===== src/rtl/ex_operand_stage_if.sv =====
// ex_operand_stage_if: ID, forwarding, pipeline-control and EX-output signals of the operand stage
interface ex_operand_stage_if #(
    parameter int DATA_W = 32
);
    logic              id_valid_i;
    logic [DATA_W-1:0] id_rs_data_i;
    logic [DATA_W-1:0] id_rt_data_i;
    logic [DATA_W-1:0] id_imm_i;
    logic [4:0]        id_rs_addr_i;
    logic [4:0]        id_rt_addr_i;
    logic [4:0]        id_rd_addr_i;
    logic [2:0]        id_alu_ctrl_i;
    logic              id_alusrc_i;
    logic              id_regwrite_i;
    logic              id_memread_i;
    logic              id_memwrite_i;
    logic              mem_regwrite_i;
    logic [4:0]        mem_rd_addr_i;
    logic [DATA_W-1:0] mem_result_i;
    logic              wb_regwrite_i;
    logic [4:0]        wb_rd_addr_i;
    logic [DATA_W-1:0] wb_result_i;
    logic              stall_i;
    logic              flush_i;
    logic [DATA_W-1:0] data1_o;
    logic [DATA_W-1:0] data2_o;
    logic [2:0]        alu_ctrl_o;
    logic [DATA_W-1:0] store_data_o;
    logic [4:0]        rd_addr_o;
    logic              regwrite_o;
    logic              memread_o;
    logic              memwrite_o;
    logic              valid_o;
    logic              load_use_o;

    modport master (
        output id_valid_i, id_rs_data_i, id_rt_data_i, id_imm_i,
               id_rs_addr_i, id_rt_addr_i, id_rd_addr_i, id_alu_ctrl_i,
               id_alusrc_i, id_regwrite_i, id_memread_i, id_memwrite_i,
               mem_regwrite_i, mem_rd_addr_i, mem_result_i,
               wb_regwrite_i, wb_rd_addr_i, wb_result_i, stall_i, flush_i,
        input  data1_o, data2_o, alu_ctrl_o, store_data_o, rd_addr_o,
               regwrite_o, memread_o, memwrite_o, valid_o, load_use_o
    );

    modport slave (
        input  id_valid_i, id_rs_data_i, id_rt_data_i, id_imm_i,
               id_rs_addr_i, id_rt_addr_i, id_rd_addr_i, id_alu_ctrl_i,
               id_alusrc_i, id_regwrite_i, id_memread_i, id_memwrite_i,
               mem_regwrite_i, mem_rd_addr_i, mem_result_i,
               wb_regwrite_i, wb_rd_addr_i, wb_result_i, stall_i, flush_i,
        output data1_o, data2_o, alu_ctrl_o, store_data_o, rd_addr_o,
               regwrite_o, memread_o, memwrite_o, valid_o, load_use_o
    );
endinterface


===== src/rtl/ex_operand_stage.sv =====
// ex_operand_stage: ID/EX pipeline register with MEM/WB operand forwarding and load-use detection
module ex_operand_stage #(
    parameter int DATA_W = 32,
    parameter bit FWD_EN = 1'b1
) (
    input logic clk_i,
    input logic rst_i,
    ex_operand_stage_if.slave bus
);
    logic              valid, alusrc, regwrite, memread, memwrite;
    logic [DATA_W-1:0] rs_data, rt_data, imm;
    logic [4:0]        rs_addr, rt_addr, rd_addr;
    logic [2:0]        alu_ctrl;
    logic              load_use, mem_a, mem_b, wb_a, wb_b;
    logic [DATA_W-1:0] fwd_a, fwd_b;

    // Load in EX whose destination is read by the instruction waiting in ID
    always_comb begin
        load_use = valid & memread & (rd_addr != 5'd0) & bus.id_valid_i &
                   ((rd_addr == bus.id_rs_addr_i) | (rd_addr == bus.id_rt_addr_i));
    end

    // Operand forwarding: the younger MEM producer wins over WB; r0 is never forwarded
    always_comb begin
        mem_a = FWD_EN & bus.mem_regwrite_i & (bus.mem_rd_addr_i != 5'd0) & (bus.mem_rd_addr_i == rs_addr);
        mem_b = FWD_EN & bus.mem_regwrite_i & (bus.mem_rd_addr_i != 5'd0) & (bus.mem_rd_addr_i == rt_addr);
        wb_a  = FWD_EN & bus.wb_regwrite_i & (bus.wb_rd_addr_i != 5'd0) & (bus.wb_rd_addr_i == rs_addr);
        wb_b  = FWD_EN & bus.wb_regwrite_i & (bus.wb_rd_addr_i != 5'd0) & (bus.wb_rd_addr_i == rt_addr);
        fwd_a = mem_a ? bus.mem_result_i : wb_a ? bus.wb_result_i : rs_data;
        fwd_b = mem_b ? bus.mem_result_i : wb_b ? bus.wb_result_i : rt_data;
    end

    // Output drive; controls are qualified by valid so bubbles never write anything
    always_comb begin
        bus.data1_o      = fwd_a;
        bus.data2_o      = alusrc ? imm : fwd_b;
        bus.store_data_o = fwd_b;
        bus.alu_ctrl_o   = alu_ctrl;
        bus.rd_addr_o    = rd_addr;
        bus.regwrite_o   = regwrite & valid;
        bus.memread_o    = memread & valid;
        bus.memwrite_o   = memwrite & valid;
        bus.valid_o      = valid;
        bus.load_use_o   = load_use;
    end

    // ID/EX register: flush beats stall, stall beats load-use bubble, else capture ID
    always_ff @(posedge clk_i or negedge rst_i) begin
        if (!rst_i) begin
            valid    <= 1'b0;
            alusrc   <= 1'b0;
            regwrite <= 1'b0;
            memread  <= 1'b0;
            memwrite <= 1'b0;
            alu_ctrl <= 3'd0;
            rs_data  <= '0;
            rt_data  <= '0;
            imm      <= '0;
            rs_addr  <= 5'd0;
            rt_addr  <= 5'd0;
            rd_addr  <= 5'd0;
        end else if (bus.flush_i || (!bus.stall_i && load_use)) begin
            valid    <= 1'b0;
            alusrc   <= 1'b0;
            regwrite <= 1'b0;
            memread  <= 1'b0;
            memwrite <= 1'b0;
            alu_ctrl <= 3'd0;
        end else if (!bus.stall_i) begin
            valid    <= bus.id_valid_i;
            alusrc   <= bus.id_alusrc_i;
            regwrite <= bus.id_regwrite_i;
            memread  <= bus.id_memread_i;
            memwrite <= bus.id_memwrite_i;
            alu_ctrl <= bus.id_alu_ctrl_i;
            rs_data  <= bus.id_rs_data_i;
            rt_data  <= bus.id_rt_data_i;
            imm      <= bus.id_imm_i;
            rs_addr  <= bus.id_rs_addr_i;
            rt_addr  <= bus.id_rt_addr_i;
            rd_addr  <= bus.id_rd_addr_i;
        end
    end
endmodule


===== src/flat_wrapper.sv =====
// flat-port wrapper written by rule: the top's interface ports become plain ports
module ex_operand_stage_flat 
#(
    parameter int DATA_W = 32,
    parameter bit FWD_EN = 1'b1
)
  (clk_i, rst_i, bus_id_valid_i, bus_id_rs_data_i, bus_id_rt_data_i, bus_id_imm_i, bus_id_rs_addr_i, bus_id_rt_addr_i, bus_id_rd_addr_i, bus_id_alu_ctrl_i, bus_id_alusrc_i, bus_id_regwrite_i, bus_id_memread_i, bus_id_memwrite_i, bus_mem_regwrite_i, bus_mem_rd_addr_i, bus_mem_result_i, bus_wb_regwrite_i, bus_wb_rd_addr_i, bus_wb_result_i, bus_stall_i, bus_flush_i, bus_data1_o, bus_data2_o, bus_alu_ctrl_o, bus_store_data_o, bus_rd_addr_o, bus_regwrite_o, bus_memread_o, bus_memwrite_o, bus_valid_o, bus_load_use_o);
  ex_operand_stage_if #(.DATA_W(DATA_W)) bus_i ();
  input logic clk_i;
  input logic rst_i;
  input wire logic [$bits(bus_i.id_valid_i)-1:0] bus_id_valid_i;
  input wire logic [$bits(bus_i.id_rs_data_i)-1:0] bus_id_rs_data_i;
  input wire logic [$bits(bus_i.id_rt_data_i)-1:0] bus_id_rt_data_i;
  input wire logic [$bits(bus_i.id_imm_i)-1:0] bus_id_imm_i;
  input wire logic [$bits(bus_i.id_rs_addr_i)-1:0] bus_id_rs_addr_i;
  input wire logic [$bits(bus_i.id_rt_addr_i)-1:0] bus_id_rt_addr_i;
  input wire logic [$bits(bus_i.id_rd_addr_i)-1:0] bus_id_rd_addr_i;
  input wire logic [$bits(bus_i.id_alu_ctrl_i)-1:0] bus_id_alu_ctrl_i;
  input wire logic [$bits(bus_i.id_alusrc_i)-1:0] bus_id_alusrc_i;
  input wire logic [$bits(bus_i.id_regwrite_i)-1:0] bus_id_regwrite_i;
  input wire logic [$bits(bus_i.id_memread_i)-1:0] bus_id_memread_i;
  input wire logic [$bits(bus_i.id_memwrite_i)-1:0] bus_id_memwrite_i;
  input wire logic [$bits(bus_i.mem_regwrite_i)-1:0] bus_mem_regwrite_i;
  input wire logic [$bits(bus_i.mem_rd_addr_i)-1:0] bus_mem_rd_addr_i;
  input wire logic [$bits(bus_i.mem_result_i)-1:0] bus_mem_result_i;
  input wire logic [$bits(bus_i.wb_regwrite_i)-1:0] bus_wb_regwrite_i;
  input wire logic [$bits(bus_i.wb_rd_addr_i)-1:0] bus_wb_rd_addr_i;
  input wire logic [$bits(bus_i.wb_result_i)-1:0] bus_wb_result_i;
  input wire logic [$bits(bus_i.stall_i)-1:0] bus_stall_i;
  input wire logic [$bits(bus_i.flush_i)-1:0] bus_flush_i;
  output wire logic [$bits(bus_i.data1_o)-1:0] bus_data1_o;
  output wire logic [$bits(bus_i.data2_o)-1:0] bus_data2_o;
  output wire logic [$bits(bus_i.alu_ctrl_o)-1:0] bus_alu_ctrl_o;
  output wire logic [$bits(bus_i.store_data_o)-1:0] bus_store_data_o;
  output wire logic [$bits(bus_i.rd_addr_o)-1:0] bus_rd_addr_o;
  output wire logic [$bits(bus_i.regwrite_o)-1:0] bus_regwrite_o;
  output wire logic [$bits(bus_i.memread_o)-1:0] bus_memread_o;
  output wire logic [$bits(bus_i.memwrite_o)-1:0] bus_memwrite_o;
  output wire logic [$bits(bus_i.valid_o)-1:0] bus_valid_o;
  output wire logic [$bits(bus_i.load_use_o)-1:0] bus_load_use_o;
  assign bus_i.id_valid_i = bus_id_valid_i;
  assign bus_i.id_rs_data_i = bus_id_rs_data_i;
  assign bus_i.id_rt_data_i = bus_id_rt_data_i;
  assign bus_i.id_imm_i = bus_id_imm_i;
  assign bus_i.id_rs_addr_i = bus_id_rs_addr_i;
  assign bus_i.id_rt_addr_i = bus_id_rt_addr_i;
  assign bus_i.id_rd_addr_i = bus_id_rd_addr_i;
  assign bus_i.id_alu_ctrl_i = bus_id_alu_ctrl_i;
  assign bus_i.id_alusrc_i = bus_id_alusrc_i;
  assign bus_i.id_regwrite_i = bus_id_regwrite_i;
  assign bus_i.id_memread_i = bus_id_memread_i;
  assign bus_i.id_memwrite_i = bus_id_memwrite_i;
  assign bus_i.mem_regwrite_i = bus_mem_regwrite_i;
  assign bus_i.mem_rd_addr_i = bus_mem_rd_addr_i;
  assign bus_i.mem_result_i = bus_mem_result_i;
  assign bus_i.wb_regwrite_i = bus_wb_regwrite_i;
  assign bus_i.wb_rd_addr_i = bus_wb_rd_addr_i;
  assign bus_i.wb_result_i = bus_wb_result_i;
  assign bus_i.stall_i = bus_stall_i;
  assign bus_i.flush_i = bus_flush_i;
  assign bus_data1_o = bus_i.data1_o;
  assign bus_data2_o = bus_i.data2_o;
  assign bus_alu_ctrl_o = bus_i.alu_ctrl_o;
  assign bus_store_data_o = bus_i.store_data_o;
  assign bus_rd_addr_o = bus_i.rd_addr_o;
  assign bus_regwrite_o = bus_i.regwrite_o;
  assign bus_memread_o = bus_i.memread_o;
  assign bus_memwrite_o = bus_i.memwrite_o;
  assign bus_valid_o = bus_i.valid_o;
  assign bus_load_use_o = bus_i.load_use_o;
  ex_operand_stage #(.DATA_W(DATA_W), .FWD_EN(FWD_EN)) u_core (.clk_i(clk_i), .rst_i(rst_i), .bus(bus_i));
endmodule

===== config.mk =====
export PLATFORM = sky130hd
export DESIGN_NAME = ex_operand_stage_flat
export DESIGN_NICKNAME = d
export VERILOG_FILES = /design/src/rtl/ex_operand_stage_if.sv /design/src/rtl/ex_operand_stage.sv /design/src/flat_wrapper.sv
export SDC_FILE = /design/constraint.sdc
export NUM_CORES = 1
export LEC_CHECK = 0
export ABC_AREA = 1
export BUFFER_PORTS_ARGS = -buffer_cell sky130_fd_sc_hd__buf_2
export CORE_MARGIN = 1
export CORE_UTILIZATION = 45
export CTS_BUF_LIST = sky130_fd_sc_hd__clkbuf_16
export DETAILED_ROUTE_END_ITERATION = 6
export PLACE_DENSITY = 0.78
export SLEW_MARGIN = 20
export SYNTH_ARGS = -nofsm -noshare
export SYNTH_HDL_FRONTEND = slang
export SYNTH_SLANG_ARGS = --single-unit

===== constraint.sdc =====
create_clock -name clk_i -period 1.7 [get_ports clk_i]
set_clock_uncertainty 0.15 [all_clocks]
set_input_delay 0.17 -clock clk_i [delete_from_list [all_inputs] [get_ports clk_i]]
set_output_delay 0.17 -clock clk_i [all_outputs]
set_load 0.02 [all_outputs]

## Yosys cells after proc, flatten, opt, wreduce, memory -nomap -nowiden

Cells that the tools add are included.
Widths: inputs -> output; s select.

- Flip-flop bits (word level): 119
- Bits of input ports: 199
- Output and inout bits: 109
- Logic and storage cells: 58

- Equality and inequality tests: 7
- Multiplexer cells: 17
- Bitwise logic cells: 15
- Reductions and logical operators: 7

Operator list:

| cell | number |
|---|---|
| $mux 32 | 5 |
| $eq 5x5->1 | 6 |
| $reduce_bool 5->1 | 3 |
| $and 1x1->1 | 12 |
| $mux 1 | 10 |
| $mux 3 | 2 |
| $ne 2x1->1 const B | 1 |
| $not 1->1 | 2 |
| $reduce_and 2->1 | 1 |
| $logic_and 1x1->1 | 1 |
| $logic_not 1->1 | 1 |
| $logic_or 1x1->1 | 1 |
| $or 1x1->1 | 1 |

## Logic depth before layout (Yosys ltp)

- Word-level depth: 8
- Depth in mapped cells: 11
- Mapped depth without buffers: 10

## Worst setup path before layout

OpenSTA, ideal clock, no wires.

- Path type: register -> output
- Start point: register u_core.rs_addr[2]
- End point: output bus_data1_o[0]
- Arrival: 1.658 ns
- Data required time: 1.380 ns
- Path slack: -0.278 ns
- Stages on the path, launching flop included: 6
- Path buffers: 1
- Cell sequence: dfrtp_1 xor2_1 nor3_1 nand3_2 clkbuf_1 o21ai_0

- Cells in the longest elaborated chain, start to end: 4
- Elaborated cells between the ends (all ways): 6
- Those cells by class: eq/ne (2); mux (2); bitwise (2)

RTL lines:

| what | line | RTL |
|---|---|---|
| from (decl) | ex_operand_stage.sv:12 | `logic [4:0] rs_addr, rt_addr, rd_addr;` |
| from (signal assigned) | ex_operand_stage.sv:79 | `rs_addr <= bus.id_rs_addr_i;` |
| $eq 5x5->1 | ex_operand_stage.sv:27 | `wb_a = FWD_EN & bus.wb_regwrite_i & (bus.wb_rd_addr_i != 5'd0) & (bus.wb_rd_addr_i == rs_addr);` |
| $and 1x1->1 | ex_operand_stage.sv:27 |  |
| $mux 32 | ex_operand_stage.sv:29 | `fwd_a = mem_a ? bus.mem_result_i : wb_a ? bus.wb_result_i : rs_data;` |
| $mux 32 * | ex_operand_stage.sv:29 |  |
| to (decl) | flat_wrapper.sv:31 | `output wire logic [$bits(bus_i.data1_o)-1:0] bus_data1_o;` |

Mark *: on every way between the ends. The rest lies on a longest branch, timed or not.

## Final worst setup path

- Start point: register u_core.rt_addr[1]
- End point: output bus_store_data_o[16]

- Cells in the longest elaborated chain, start to end: 4
- Elaborated cells between the ends (all ways): 6
- Those cells by class: eq/ne (2); mux (2); bitwise (2)

RTL lines:

| what | line | RTL |
|---|---|---|
| from (decl) | ex_operand_stage.sv:12 |  |
| from (signal assigned) | ex_operand_stage.sv:80 | `rt_addr <= bus.id_rt_addr_i;` |
| $eq 5x5->1 | ex_operand_stage.sv:28 | `wb_b = FWD_EN & bus.wb_regwrite_i & (bus.wb_rd_addr_i != 5'd0) & (bus.wb_rd_addr_i == rt_addr);` |
| $and 1x1->1 | ex_operand_stage.sv:28 |  |
| $mux 32 | ex_operand_stage.sv:30 | `fwd_b = mem_b ? bus.mem_result_i : wb_b ? bus.wb_result_i : rt_data;` |
| $mux 32 * | ex_operand_stage.sv:30 |  |
| to (decl) | flat_wrapper.sv:34 | `output wire logic [$bits(bus_i.store_data_o)-1:0] bus_store_data_o;` |

Marked as above.

==> flow_metrics.env <==
export IMPL_drtIter0Drc=1076
export IMPL_cp_data_required_time_ns=1.38
export IMPL_yosys_top_cells_area="dfrtp_1 (39%), nand2_1 (19%), nand3_1 (19%), inv_1 (5.4%), and2_1 (2.6%)"
export IMPL_drc_errors=22
export IMPL_p_clk_share_pct=35.1
export IMPL_fin_setup_tns_ns=-97.43
export IMPL_ir_worst_vdd_uv=752
export IMPL_synth_seq_cells=119
export IMPL_drtAntennaViolNets=0
export IMPL_violations="design-rule violations, negative setup slack"
export IMPL_path_clk_slew_ns=0.07
export IMPL_postSynthAreaPerCell_sq_um=6.75
export IMPL_cp_start_kind="flip-flop"
export IMPL_start_util_pct=46.0
export IMPL_slew_headroom_pct=62.4
export IMPL_cts_made_buffers=17
export IMPL_synth_top_area_share_pct=39.1
export IMPL_dieWidth_um=132
export IMPL_swShare_pct=35.0
export IMPL_tightest_slew_ns=0.562
export IMPL_timing_critical_path_to="bus_store_data_o[16]"
export IMPL_path_max_fanout=21
export IMPL_ctsHtreeMaxLevel=4
export IMPL_rows=47
export IMPL_clockRootBuffer="clkbuf_16"
export IMPL_synth_top_family_by_area="simple AND/OR/NAND/NOR gates"
export IMPL_drv_cap=0
export IMPL_post_route_util_pct=82.0
export IMPL_dp_cells=1619
export IMPL_syn2layout_area_growth_pct=78.1
export IMPL_r2r_start="u_core.bus.rd_addr_o[1]"
export IMPL_setup_viol=215
export IMPL_rr_worst_depth=10
export IMPL_synth_area_sq_um=7610
export IMPL_layout_setup_ws_ns=-0.793
export IMPL_synth_largest_area_cell="dfrtp_1"
export IMPL_synthArstFlopShare_pct=100
export IMPL_min_period_ns=2.49
export IMPL_hold_violations=0
export IMPL_hp_class="in2async"
export IMPL_ys_types=23
export IMPL_hold_ws_ns=0.0786
export IMPL_placed_area_sq_um=10200
export IMPL_viasPerCell=5.80
export IMPL_synthAdderAreaFrac_pct=0
export IMPL_crit_arrival_ns=2.17
export IMPL_yosysSeqAreaShare_pct=39.1
export IMPL_grt_pass1_vias=9988
export IMPL_timing_final_crit_share_pct=147
export IMPL_worstReg2RegEnd="u_core.rs_data[20]"
export IMPL_pre_cts_slack_ns=-0.306
export IMPL_core_sq_um=16500
export IMPL_io_buffers=307
export IMPL_die_h_um=132
export IMPL_fin_area_sq_um=13500
export IMPL_nets=1762
export IMPL_synth_compound_area_share_pct=2.17
export IMPL_power_density_nw_per_um2=889
export IMPL_dpl_hpwl_um=19300
export IMPL_synth_xor_area_share_pct=3.11
export IMPL_synth_top_flop_cell="dfrtp_1"
export IMPL_vias=10400
export IMPL_cts_sinks=119
export IMPL_clk_latency_ns=0.42
export IMPL_p_comb_share_pct=36.3
export IMPL_status="complete, but fails checks"
export IMPL_synth_warnings=0
export IMPL_grt_max_degree=58
export IMPL_clock_fmax_mhz=401
export IMPL_gp_congestion=0.922
export IMPL_cts_buffer_depth=2
export IMPL_slew_viol_final=0
export IMPL_criticalPathCategory="reg2out"
export IMPL_rsz0062_at_grt="true"
export IMPL_drive_above_1_share_pct=40.1
export IMPL_switching_power_mw=4.22
export IMPL_synth_mux_area_share_pct=0
export IMPL_power_mw=12.0
export IMPL_crit_start="u_core.rt_addr[1]"
export IMPL_synth_edff_count=0
export IMPL_fin_cells=1797
export IMPL_synth_nets=1326
export IMPL_routed_wl_um=36000
export IMPL_synthSimpleGateAreaFrac_pct=44.6
export IMPL_dieArea_sq_um=17400
export IMPL_grt_use_total_pct=37.3
export IMPL_synth_most_common_cell="nand2_1"
export IMPL_grt_pass1_wl_um=50700
export IMPL_drtPass1Iterations=7
export IMPL_wl_per_cell_um=20.0
export IMPL_synth_common_cells="nand2_1 (384), nand3_1 (285), dfrtp_1 (119), inv_1 (110), clkbuf_1 (33)"
export IMPL_synthCells=1127
export IMPL_antenna_found_initial=1
export IMPL_ios=308
export IMPL_fill_cells=951
export IMPL_r2r_setup_slack_ns=-0.33
export IMPL_p_leak_nw=7.23
export IMPL_cts_tree="done"
export IMPL_power_internal_mw=7.83
export IMPL_grt_ovfl_total=0
export IMPL_endpoint_kind="output pin"
export IMPL_pwr_share_seq_pct=28.6
-- registers in the layout, summed over array words and instances (netlist names) --
name and count:
u_core.memread 1, u_core.bus.alu_ctrl_o 3, u_core.rt_data 32, u_core.bus.valid_o 1, u_core.imm 32, u_core.rs_data 32, u_core.regwrite 1, u_core.alusrc 1
u_core.memwrite 1, u_core.rs_addr 5, u_core.rt_addr 5, u_core.bus.rd_addr_o 5
-- power by group through the flow --
| stage | sequential (mW) | clock [mW] | combinational [mW] |
|---|---|---|---|
| after global routing | 3.46 | 4.37 | 4.61 |
| after floorplan | 3.41 | 0 | 2.06 |
| after global placement | 3.43 | 0 | 3.26 |
| after detailed placement | 3.44 | 0 | 3.30 |
| after CTS | 3.39 | 4.21 | 3.90 |
| final | 3.44 | 4.23 | 4.37 |
-- cell type report --
cell class | count | area, sq um | share of cell area [%]
multi-input cells | 817 | 4990 | 36.8
diodes | 1 | 2.50 | 0.0185
well taps | 220 | 275 | 2.03
inverters | 110 | 418 | 3.09
flip-flops and latches | 119 | 2980 | 22.0
clock buffers | 17 | 425 | 3.14
clock inverters | 15 | 250 | 1.85
repair buffers | 498 | 4200 | 31.0
-- worst min path at each step --
stage                 from                  endpoint  slack (ns)
2_1_floorplan        rst_i             u_core.alusrc       -0.28
3_3_place_gp         rst_i        u_core.rs_data[19]       -0.02
3_5_place_dp         rst_i        u_core.rs_data[18]       -0.01
4_1_cts        bus_stall_i            u_core.memread        0.04
5_1_grt        bus_stall_i  u_core.bus.alu_ctrl_o[2]        0.09
6_report             rst_i        u_core.rs_data[18]        0.08
-- layer usage --
metal	global-route usage (%)	wire [um]	vias up
met5	0	0	-
met4	22.3	2230	0
met3	8.19	3470	218
met2	63.5	17600	845
met1	43.1	12700	4867
li1	-	-	4498
-- repair_timing --
action                                  4_1_cts  5_1_grt
hold buffers                                121        0
hold endpoints to repair                    238        0
setup buffers                                 6        6
pin swaps                                    16       24
gates cloned                                  5        7
endpoints found under the setup margin      210      216
resized for setup                           154      131
-- worst max-delay path, stage by stage (launching register included) --
cell and delay, ns:
dfrtp_2 0.44, inv_1 0.06, nand2_1 0.05, nand2_1 0.05
nand2_1 0.08, nor2_4 0.19, nand3_2 0.13, buf_12 0.19
nand2_1 0.08, nand3_1 0.10, and2_2 0.21, buf_2 0.16
-- placed cells by master (no fill, tap or decap), types with 9 or more instances in the layout --
cell type	synthesis	layout
nor2_1	14	9
buf_6	10	52
nand2_1	384	325
nand3_4	0	16
dfrtp_1	119	116
nand4_1	32	32
o21ai_4	0	32
buf_12	0	21
clkbuf_16	0	24
xnor2_1	10	9
nand2_2	1	55
nand3_1	285	201
buf_4	0	50
buf_2	32	237
nand3_2	1	69
xor2_1	17	17
inv_1	110	109
dlygate4sd3_1	0	121
and2_2	0	25
-- logic make-up after synthesis --
group / count (synthesis)
AOI/OAI and AO/OA: 33
xor gates and xnor gates: 27
buffers and inverters: 191
DFF: 119
and+or+nand+nor: 757
Note: power is estimated with default switching activity, not from simulation.
